## src/rtl/async_arb_pkg.sv

```systemverilog
// Shared constants, width helper and FSM state type for the async request arbiter.
package async_arb_pkg;

  localparam int unsigned DefaultN = 4;

  // Channel index width; a single bit is kept even for degenerate channel counts.
  function automatic int unsigned id_width(input int unsigned n);
    return (n > 1) ? $clog2(n) : 1;
  endfunction

  typedef enum logic {
    StIdle,
    StGrant
  } arb_state_e;

endpackage

```

## src/rtl/sync_edge_det.sv

```systemverilog
// Two-flop synchronizer plus a history flop; flags one cycle per 0->1 level change.
module sync_edge_det (
  input  logic clk_des,
  input  logic rst_n,
  input  logic din,
  output logic rise
);

  logic s1_q, s2_q, s3_q;

  always_ff @(posedge clk_des or negedge rst_n) begin
    if (!rst_n) begin
      s1_q <= 1'b0;
      s2_q <= 1'b0;
      s3_q <= 1'b0;
    end else begin
      s1_q <= din;
      s2_q <= s1_q;
      s3_q <= s2_q;
    end
  end

  assign rise = s2_q & ~s3_q;

endmodule

```

## src/rtl/async_req_arbiter.sv

```systemverilog
// Round-robin arbiter serving latched rising events from N asynchronous request lines.
module async_req_arbiter
  import async_arb_pkg::*;
#(
  parameter int unsigned N = DefaultN,
  localparam int unsigned ID_W = id_width(N)
) (
  input  logic            clk_des,
  input  logic            rst_n,
  input  logic [N-1:0]    req_async,
  output logic            evt_valid,
  output logic [ID_W-1:0] evt_id,
  input  logic            evt_ready,
  output logic [N-1:0]    pending,
  output logic [N-1:0]    overflow,
  input  logic            ovf_clr
);

  logic [N-1:0]    rise;
  logic [N-1:0]    pending_q, pending_d;
  logic [N-1:0]    overflow_q, overflow_d;
  logic [N-1:0]    clr_vec;
  logic [ID_W-1:0] evt_id_q;
  logic [ID_W-1:0] last_grant_q;
  logic [ID_W-1:0] sel_id, cand;
  logic            sel_found;
  logic            handshake;
  logic            load_grant;
  arb_state_e      state_q, state_d;

  for (genvar i = 0; i < N; i++) begin : g_sync
    sync_edge_det u_sync (
      .clk_des (clk_des),
      .rst_n   (rst_n),
      .din     (req_async[i]),
      .rise    (rise[i])
    );
  end

  // Round-robin search starting just above the last served channel.
  always_comb begin
    sel_found = 1'b0;
    sel_id    = '0;
    cand      = '0;
    for (int unsigned k = 1; k <= N; k++) begin
      cand = ID_W'((32'(last_grant_q) + k) % N);
      if (!sel_found && pending_q[cand]) begin
        sel_found = 1'b1;
        sel_id    = cand;
      end
    end
  end

  always_ff @(posedge clk_des or negedge rst_n) begin
    if (!rst_n) begin
      state_q <= StIdle;
    end else begin
      state_q <= state_d;
    end
  end

  always_comb begin
    state_d = state_q;
    unique case (state_q)
      StIdle:  if (sel_found) state_d = StGrant;
      StGrant: if (evt_ready) state_d = StIdle;
      default: state_d = StIdle;
    endcase
  end

  always_comb begin
    evt_valid  = (state_q == StGrant);
    handshake  = evt_valid & evt_ready;
    load_grant = (state_q == StIdle) & sel_found;
  end

  // A rise landing on the clearing handshake re-arms the channel instead of overflowing.
  always_comb begin
    clr_vec    = handshake ? (N'(1) << evt_id_q) : '0;
    pending_d  = rise | (pending_q & ~clr_vec);
    overflow_d = (ovf_clr ? '0 : overflow_q) | (rise & pending_q & ~clr_vec);
  end

  always_ff @(posedge clk_des or negedge rst_n) begin
    if (!rst_n) begin
      pending_q    <= '0;
      overflow_q   <= '0;
      evt_id_q     <= '0;
      last_grant_q <= ID_W'(N - 1);
    end else begin
      pending_q  <= pending_d;
      overflow_q <= overflow_d;
      if (load_grant) evt_id_q <= sel_id;
      if (handshake) last_grant_q <= evt_id_q;
    end
  end

  assign evt_id   = evt_id_q;
  assign pending  = pending_q;
  assign overflow = overflow_q;

endmodule
```

## config.mk

```make
export PLATFORM = sky130hd
export DESIGN_NAME = async_req_arbiter
export DESIGN_NICKNAME = d
export VERILOG_FILES = /design/src/rtl/async_arb_pkg.sv /design/src/rtl/sync_edge_det.sv /design/src/rtl/async_req_arbiter.sv
export SDC_FILE = /design/constraint.sdc
export NUM_CORES = 1
export LEC_CHECK = 0
export ABC_CLOCK_PERIOD_IN_PS = 1500
export CELL_PAD_IN_SITES_DETAIL_PLACEMENT = 1
export CELL_PAD_IN_SITES_GLOBAL_PLACEMENT = 1
export CORE_MARGIN = 2
export CORE_UTILIZATION = 47
export DETAILED_ROUTE_END_ITERATION = 12
export DONT_BUFFER_PORTS = 1
export GPL_TIMING_DRIVEN = 0
export PLACE_DENSITY_LB_ADDON = 0.1
export SKIP_CTS_REPAIR_TIMING = 1
export SYNTH_ARGS = -nofsm -noshare
export SYNTH_HDL_FRONTEND = slang
export SYNTH_HIERARCHICAL = 1
export SYNTH_SLANG_ARGS = --single-unit
```

## constraint.sdc

```tcl
create_clock -name clk_des -period 1.5 [get_ports clk_des]
set_input_delay 0.075 -clock clk_des [delete_from_list [all_inputs] [get_ports clk_des]]
set_output_delay 0.075 -clock clk_des [all_outputs]
set_load 0.01 [all_outputs]
```

# [Word level (Yosys, flattened, before mapping)]
# Index checks and enable logic that the tools add are counted.
[totals] register_bits=25 latchBits=0 ram_bits=0 romBits=0 inputBits=8 wordCells=70 mem_count=0
[op_classes] n_addsub=4 n_mul=0 div_mod_pow=0 magnitude_cmp=4 eq_ne=0 n_shift=1 n_mux=21 bitwise=17 reduce_logical=6
[op_table] operator="AND 4 bit" n=3
[op_table] operator="less-than comparator 2 x 3 -> 1 bit (second input constant)" n=4
[op_table] operator="two-way mux 1 bit" n=10
[op_table] operator="binary-select mux 1 bit (select 2 bit)" n=4
[op_table] operator="two-way mux 2 bit" n=4
[op_table] operator="two-way mux 4 bit" n=2
[op_table] operator="OR 4 bit" n=2
[op_table] operator="AND 1 bit" n=6
[op_table] operator="inverter 1 bit" n=5
[op_table] operator="adder 2 x 1 -> 2 bit (second input constant)" n=2
[op_table] operator="adder 2 bit (second input constant)" n=2
[op_table] operator="inverter 4 bit" n=1
[op_table] operator="<< shifter 1 x 2 -> 4 bit (first input constant)" n=1
[op_table] operator="logical AND 1 bit" n=3
[op_table] operator="zero test 1 bit" n=3
[op_table] operator="one-hot mux 1 bit (2 select lines)" n=1

# [Depth between registers and ports, before layout]
# Gate-level depths: netlist (run 1).
[logic_depth] depth_word=15 depth_mapped=4 mapped_depth_nobuf=3

# [Cells and area by module]
# The synthesis (run 1) kept the hierarchy.
[modules_own_cells] module="async_req_arbiter" n_inst=1 cells_each=65 area_per_inst_um2=645.6 seq_area_each_um2=327.8
[modules_own_cells] module="sync_edge_det" n_inst=4 cells_each=4 area_per_inst_um2=88.8 seq_area_each_um2=75.1

# [Worst setup path before layout (run 1)]
# OpenSTA, ideal clock, no wires.
[synth_timing] kind="reg-to-reg" start="register pending_q[1], in the netlist pending[1]" end="register evt_id_q[1], in the netlist evt_id[1]" setup_ns=0.082 arrival_time_ns=1.274 setup_slack_ns=0.144 path_stages_with_launch=4 n_path_buf=0 path_cell_list="dfrtp_1 > or4_4 > and2_4 > a31oi_1"
[synth_via] elab_chain_cells=13 word_cells_on_any_way=23 classes_between="mux (16); bitwise (1); reduce/logical (6)"
[synth_lines] item="start: declaration" line_no="async_req_arbiter.sv:20" text="logic [N-1:0] pending_q, pending_d;"
[synth_lines] item="start signal: assignment" line_no="async_req_arbiter.sv:91" text="pending_q <= pending_d;"
[synth_lines] item="binary-select mux 1 bit (select 2 bit)" line_no="async_req_arbiter.sv:47" text="if (!sel_found && pending_q[cand]) begin"
[synth_lines] item="two-way mux 1 bit (not written as such)" line_no="async_req_arbiter.sv:47"
[synth_lines] item="two-way mux 1 bit" line_no="async_req_arbiter.sv:47"
[synth_lines] item="zero test 1 bit" line_no="async_req_arbiter.sv:47"
[synth_lines] item="logical AND 1 bit" line_no="async_req_arbiter.sv:47"
[synth_lines] item="two-way mux 1 bit" line_no="async_req_arbiter.sv:47"
[synth_lines] item="zero test 1 bit" line_no="async_req_arbiter.sv:47"
[synth_lines] item="logical AND 1 bit" line_no="async_req_arbiter.sv:47"
[synth_lines] item="two-way mux 1 bit" line_no="async_req_arbiter.sv:47"
[synth_lines] item="zero test 1 bit" line_no="async_req_arbiter.sv:47"
[synth_lines] item="logical AND 1 bit" line_no="async_req_arbiter.sv:47"
[synth_lines] item="two-way mux 1 bit" line_no="async_req_arbiter.sv:47"
[synth_lines] item="AND 1 bit" line_no="async_req_arbiter.sv:74" text="load_grant = (state_q == StIdle) & sel_found;"
[synth_lines] item="end signal: assignment" line_no="async_req_arbiter.sv:93" text="if (load_grant) evt_id_q <= sel_id;"
[synth_lines] item="end: declaration" line_no="async_req_arbiter.sv:23" text="logic [ID_W-1:0] evt_id_q;"
# Several ways; a longest one is shown, not always the timed one. The select of a mux whose other input is x is not followed.
# A chain may end at the register's enable or synchronous reset.

# [Worst setup path after layout (run 1)]
[layout_timing] start="register pending_q[0], in the netlist pending[0]" end="register evt_id_q[1], in the netlist evt_id[1]"
# The elaborated chain is that of the path after synthesis.

==> results.txt, run 1 <==
The vertical die dimension was 50.2 um. Met2 layer wire length in the routed design: 952 um. The largest individual stage delay along the critical path comes from the cell sky130_fd_sc_hd__or4_4. Wire segments on met3 add up to 116 um in the final route. The compound-cell area share of the yosys netlist was 0.131; the count of input and output buffers was 0. After synthesis, the largest family of logic cells by area is simple AND/OR/NAND/NOR gates. The run gives 0 as the total count of max-transition violations in the final report. Dividing the detail-routed wire length by the instance count gives 15.9 um. For flop-to-flop paths, the worst setup slack is 0.03 ns. The Yosys step of the flow raised 6 warnings. The tree is rooted in a sky130_fd_sc_hd__clkbuf_4. Counting distinct cell types in the post-synthesis netlist gives 30. Grouping stages by cell kind, the critical path spends the most delay in simple AND/OR/NAND/NOR gates.

The first global-routing pass estimated 3060 um of wire. The share of the cycle needed by the critical path after routing is 0.981, and the fraction of final layout cells with drive strength greater than 1 is 0.239. At the worst endpoint, the required time is 1.71 ns. The worst setup path is launched from a register. The worst path meets setup with 0.0291 ns of slack. The final reports fail on negative hold slack. The normalized max-slew margin was 0.758. The share of async-settable or async-resettable flops after synthesis works out to 1.00. The number of flip-flops and latches in the synthesized netlist works out to 25. Yosys mapped a number of flops with a built-in enable equal to 0. The detail route stage leaves a number of antenna-violating nets equal to 0. The first routing iteration left 9 violations. Synthesis handed over a netlist of 81 instances. For this run, the top clock speed supported by timing is 680 MHz. The starting density of the core is 0.505, and the fraction of synthesized cell area taken by the top area cell type is 0.575.

19 I/O pins were placed. Dividing the detail-routed via count by the number of cells gives 5.37. The mux share of post-synthesis cell area was 0.0100. In the final design database the tool counted 101 nets. The tools report the sequential fraction of the synthesis area as 0.628. Dividing the synthesized area by the synthesized cell count gives 12.4 um^2. After clock tree synthesis, the clock-pin slew on the worst setup and hold paths is 0.14 ns. The run gives 1260 um as the placed wire-length estimate. The DRC violation count after routing is 0, and the fill cell instance count of the final layout is 201. The aggregate routed wire length is 1890 um.

Setup violations remaining at the end of the flow were counted as 0. Between clock sinks in the finished design, the worst skew comes to 0.00501 ns. Highest net fanout along the worst path: 7.

The tightest min-delay check is of the primary input to register type. The routed layout has 639 vias. Setup repair after global routing could not meet its margin everywhere. The critical path goes through or4_4, a21oi_2, a31oi_4. The total overflow left after global routing is 0. After synthesis, the cell types taking the most area are sky130_fd_sc_hd__dfrtp_1 (57%), sky130_fd_sc_hd__nor2b_4 (5.5%), sky130_fd_sc_hd__dfstp_2 (5.3%). Entering global routing, the biggest net connects 26 pins. The worst hold slack came out at -0.0109 ns.

The area overhead of the layout relative to synthesis was 17.6%; the worst setup timing slack at the placement stage was 0.0428 ns. TritonCTS built the clock tree. After detailed routing, no signal wire sits above met4. Netlist area before placement: 1000 um^2. The category of the most critical setup path is register to register. The library cell with the highest instance count after synthesis is sky130_fd_sc_hd__dfrtp_1. The run gives 0 as the initial antenna violation count. The pre-antenna-repair detailed-routing pass consisted of 4 iterations. The area enclosed by the die boundary is 2520 um^2. Number of global-route vias before repair: 645. The standard-cell row count was 16. The utilization after layout is 0.594, and the weighted congestion at the end of routability-driven global placement is 0.686.

The core region is 1980 um^2. The repair_antennas step left the layout with diodes totalling 0. The maximum buffer depth of the clock tree was 2; the synthesized-area fraction occupied by xor and xnor cells was 0.00875. IR analysis of the VDD net gives a maximum drop of 1080 uV. Max-cap violations in this run came to 0. The worst path needs 1.47 ns of the cycle, external delays included. Clock latency on the worst-skew pair, taken at its later pin, is 0.32 ns.

The CTS H-tree depth came out at 1. For the arrival time at the worst endpoint, the log shows 1.68 ns. The total clock sinks is 25, and the combined buffer and inverter count along the critical path is 0. STA classifies the critical path endpoint as a register. For the pin with the worst max-slew slack, the measured transition is 0.360 ns. The power per cell area came out at 1550 nW/um^2. The fraction of the mapped netlist area in simple logic gates is 0.178, and the post-route met1 wirelength is 812 um. sky130_fd_sc_hd__dfrtp_1 takes more of the synthesized area than any other cell. The synthesized net count is 89.

On the worst path, the slowest cell contributes a delay of 0.60 ns. The commonest cells after synthesis are sky130_fd_sc_hd__dfrtp_1 (23), sky130_fd_sc_hd__inv_1 (9), sky130_fd_sc_hd__nand2_1 (8), sky130_fd_sc_hd__nor2b_4 (4). The adder-cell share of the synthesized area came out at 0.

The flow ran to the end, but the final reports show violations. Among all flip-flop cells after synthesis, the most frequent one is sky130_fd_sc_hd__dfrtp_1. The number of endpoints with negative hold slack in the final report was 2; the total clock buffers created by CTS was 3. The tools report the total global routing track utilization as 0.167. The leakage power of the design is 0.000508 uW, and the width of the die is 50.2 um.
## power breakdown
part           internal [uW]  leakage [uW]  switching [uW]
registers                821      0.000283             250
clock network            109     0.0000183             206
logic                    235      0.000207             203
## cell usage in the layout (no fill, tap or decap), drive strengths merged, types with 2 or more instances in the layout
| cell | n |
|---|---|
| o31ai | 2 |
| inv | 10 |
| nand3b | 2 |
| nand3 | 2 |
| nand2 | 8 |
| clkbuf | 3 |
| o22ai | 3 |
| nand2b | 2 |
| dfrtp | 23 |
| o21ai | 3 |
| nor2b | 4 |
| a21o | 2 |
| dlygate4sd3 | 7 |
| a21oi | 2 |
| buf | 2 |
| dfstp | 2 |
## final cells by class
class	instances	area, um^2	share of cell area
sequential	25	631	0.536
multi-input combinational	45	350	0.298
timing repair buffer	8	90.1	0.0765
inverter	9	33.8	0.0287
tap	27	33.8	0.0287
clock buffer	3	22.5	0.0191
clock inverter	1	8.76	0.00744
buffer	1	7.51	0.00638
## worst paths after layout
check                                       from               endpoint  cells past startpoint
setup / recovery                      pending[0]              evt_id[1]                      3
hold / removal                         evt_ready        last_grant_q[0]                      2
setup reg to reg                      pending[0]              evt_id[1]                      3
hold reg to reg            g_sync[2].u_sync/s1_q  g_sync[2].u_sync/s2_q                      0
max in group asynchronous                  rst_n        last_grant_q[0]                      2
min in group asynchronous                  rst_n  g_sync[1].u_sync/s3_q                      2
## stage by stage
step           cells  instance area [um^2]  total power [uW]  setup TNS, ns
2_1_floorplan     81                  1000              1330              0
3_3_place_gp     108                  1030              1430              0
4_1_cts          112                  1070              1770        -0.0160
3_5_place_dp     108                  1030              1450              0
6_report         119                  1180              1820              0
5_1_grt          119                  1180              1950        -0.0355
## cells by family after synthesis
| family | after synthesis |
|---|---|
| AOI/OAI and AO/OA | 18 |
| buffers and inverters | 11 |
| muxes | 1 |
| DFF | 25 |
| and+or+nand+nor | 25 |
| xor gates and xnor gates | 1 |
## registers in the layout (all words and copies together), names as in the netlist
signal and cells:
evt_valid 1, g_sync.u_sync/s3_q 4, evt_id 2, pending 4
overflow 4, g_sync.u_sync/s2_q 4, g_sync.u_sync/s1_q 4, last_grant_q 2
## layer usage
metal  GRT usage  vias to the layer above
li1            -                      298
met1       0.204                      322
met2       0.261                       17
met3      0.0744                        2
met4      0.0602                        0
met5           0                        -
Note: power is estimated with default switching activity, not from simulation.
==> inputs of run 2 (changes only) <==
CORE_MARGIN = unset   (was 2)
GPL_TIMING_DRIVEN = unset   (was 0)
HOLD_SLACK_MARGIN = 0.02   (was unset)
==> run 2 against run 1 <==
  * Clock skew is 0.0017 ns lower
  * Count of clock-buffer cells in the layout stayed put
  * Sequential share of layout area is 0.073 points higher
  * Via count is 0.31% lower
  * Cell count is 2.5% higher
  * The flow now finishes without violations
  * Wire length is 0.37% lower
  * Worst hold slack better by 0.18 ns
  * Global-route usage is 0.86 points higher
  * Final area is 0.53% lower
  * First-iteration DRC count is 78% lower
==> results.txt, run 2 (synthesis gave the netlist of run 1 again) <==
Combined buffer and inverter count along the critical path: 0 (unchanged). TritonCTS built the clock tree. The average wire per standard cell is 15.5 um (was 15.9 um).

The power per cell area works out to 1540 nW/um^2 (was 1550 nW/um^2). The origin of the critical flop-to-flop path was pending[2] (was pending[0]). Worst-case reg-to-reg path depth: 3 (unchanged). Sequence of cells on the critical path: or4_4, and2_4, a31oi_1 (was or4_4, a21oi_2, a31oi_4). For the footprint of the multi-input gates, the log shows 328 um^2 (was 350 um^2). Library cell contributing the largest single delay on the critical path: sky130_fd_sc_hd__or4_4 (unchanged). For the DRC violation count after routing, the log shows 0 (unchanged). The run gives 104 (was 101) as the number of nets in the layout. The run gives 0.000520 uW (was 0.000508 uW) as the leakage power of the design. The reg-to-reg critical path endpoint is evt_id[1] (unchanged).

Share of the cycle needed by the critical path after routing: 0.898 (was 0.981). The largest incremental delay on the critical path was 0.52 ns (was 0.60 ns); the sequential cell area in the final layout was 628 um^2 (was 631 um^2). For the number of endpoints with negative hold slack in the final report, the log shows 0 (was 2). The first element of the critical path is pending[2] (was pending[0]). For the total clock sinks, the log shows 25 (unchanged).

The maximum buffer depth of the clock tree is 2 (unchanged), and the normalized max-slew margin is 0.766 (was 0.758). The root buffer selected by CTS is sky130_fd_sc_hd__clkbuf_4 (unchanged). The standard-cell row count is 16 (unchanged), and the clock skew after layout is 0.00331 ns (was 0.00501 ns). The path class of the lowest-slack min-delay path is primary input to asynchronous set/reset pin (was primary input to register). The logs give 2 (was 4) for the iteration count of the initial detailed-routing pass and 1.74 ns (was 1.71 ns) for the required time at the endpoint of the critical path.

The gate family responsible for the most delay along the worst path was simple AND/OR/NAND/NOR gates (unchanged). The run gives 1 (unchanged) as the CTS H-tree depth. The worst reg-to-reg setup slack was 0.15 ns (was 0.03 ns); the width of the die was 48.2 um (was 50.2 um). For the max-cap violation count, the log shows 0 (unchanged).

The kind of end point of the critical path was a register (unchanged). The tools report the violation count after the first detailed-route iteration as 2 (was 9). The run finished with clean final reports. The average via count per standard cell is 5.22 (was 5.37), and the number of diodes is 0 (unchanged). Kind of start point of the critical path: a register (unchanged). The run gives 203 (was 201) as the fill cell instance count of the final layout.

Setup repair after global routing left no endpoint under its margin. Commonest cells after routing, fill and taps aside: sky130_fd_sc_hd__dfrtp_1 (23), sky130_fd_sc_hd__inv_1 (9), sky130_fd_sc_hd__nand2_1 (8) (was sky130_fd_sc_hd__dfrtp_1 (21), sky130_fd_sc_hd__inv_1 (9), sky130_fd_sc_hd__nand2_1 (8)). The worst voltage drop across the vdd grid was 911 uV (was 1080 uV); the total global routing track utilization was 0.176 (was 0.167). The portion of total power attributed to combinational logic was 0.274 (was 0.240); the instance count after placement with tap cells included was 110 (was 108). The actual slew at the worst max-slew pin came out at 0.348 ns (was 0.360 ns). The setup TNS is 0 ns (unchanged).

The switching power is 627 uW (was 659 uW), and the number of global-route vias before repair is 551 (was 645). The minimum setup slack in the final design was 0.153 ns (was 0.0291 ns). The count of pins on the block boundary is 19 (unchanged), and the clock transition at the registers of the reported paths is 0.13 ns (was 0.14 ns). For the total clock buffers created by CTS, the log shows 3 (unchanged).

The category of the most critical setup path was register to register (unchanged). The shortest clock period the worst path allows after layout was 1.35 ns (was 1.47 ns); the power share of the sequential group was 0.565 (was 0.587). The switching fraction of total power is 0.348 (was 0.361), and the aggregate routed wire length is 1890 um (about the same). The area overhead of the layout relative to synthesis is 17.0% (was 17.6%). The count of input and output buffers was 0 (unchanged); the core outline area was 1980 um^2 (unchanged). The number of standard cells in the layout, taps in and fillers out is 122 (was 119). Initial antenna violation count: 0 (unchanged). The fraction of final layout cells with drive strength greater than 1 was 0.211 (was 0.239); the upper clock frequency limit was 742 MHz (was 680 MHz). The run gives 2320 um^2 (was 2520 um^2) as the area enclosed by the die boundary. The run gives 0 (unchanged) as the residual antenna-violating net count after detailed routing.

Overall overflow remaining after global route: 0 (unchanged). The logs give 1340 um (was 1260 um) for the placed wire-length estimate and 26 (unchanged) for the pin count of the biggest net entering global routing. The weighted congestion at the end of routability-driven global placement is 0.725 (was 0.686). The highest net fanout along the worst path was 7 (unchanged); the vertical die dimension was 48.2 um (was 50.2 um).

The latest clock arrival within the worst-skew pair was 0.31 ns (was 0.32 ns). The internal power is 1170 uW (was 1160 uW). The starting density of the core is 0.505 (unchanged). The total number of vias is 637 (was 639), and the first-pass GRT wire length is 2600 um (was 3060 um). The tools report the worst setup timing slack at the placement stage as 0.155 ns (was 0.0428 ns). The most common cell after layout, fill and taps aside is sky130_fd_sc_hd__dfrtp_1 (unchanged). The number of endpoints failing setup at the final stage is 0 (unchanged).

The tools report the clock network fraction of design power as 0.161 (was 0.173). The tools report the total count of max-transition violations in the final report as 0 (unchanged). The arrival time at the worst endpoint came out at 1.59 ns (was 1.68 ns).
run 2: changes by cell type in the layout (fill, tap and decap cells not counted), sizes merged:
cell    delta
inv        -1
clkinv     +1
buf        +3
run 2: cell type report:
class | count | area share
Sequential cell | 25 | 0.536
Multi-Input combinational cell | 45 | 0.280
Timing Repair Buffer | 12 | 0.103
Inverter | 9 | 0.0288
Tap cell | 27 | 0.0288
Clock buffer | 3 | 0.0192
Clock inverter | 1 | 0.00427
run 2: metrics by stage:
stage / hold WS, ns / area [um^2] / util / total power [uW]
6_report: 0.172 / 1170 / 0.591 / 1800
5_1_grt: 0.178 / 1170 / 0.591 / 1910
4_1_cts: -0.573 / 1080 / 0.545 / 1780
3_5_place_dp: -0.220 / 1050 / 0.532 / 1500
3_3_place_gp: -0.220 / 1050 / 0.532 / 1480
2_1_floorplan: -0.221 / 1000 / - / 1330
run 2: metal layers:
| metal | vias to the layer above | routed length [um] | GRT usage |
|---|---|---|---|
| li1 | 301 | - | - |
| met4 | 0 | 37 | 0.100 |
| met1 | 317 | 853 | 0.236 |
| met3 | 4 | 93 | 0.0593 |
| met5 | - | 0 | 0 |
| met2 | 15 | 902 | 0.248 |
run 2: power by group through the flow:
stage,clock (uW),sequential [uW],combinational [uW]
floorplan,0,991,334
global placement,0,1030,450
detailed placement,0,1030,465
CTS,300,1020,465
global route,325,1040,545
finish,289,1020,492
run 2: how the worst max path moves through the flow:
stage,slack (ns),end,cells after the start
2_1_floorplan,0.14,evt_id[1],3
3_3_place_gp,0.20,evt_id[1],3
3_5_place_dp,0.16,evt_id[1],3
4_1_cts,0.14,evt_id[0],3
5_1_grt,0.04,evt_id[1],3
6_report,0.15,evt_id[1],3
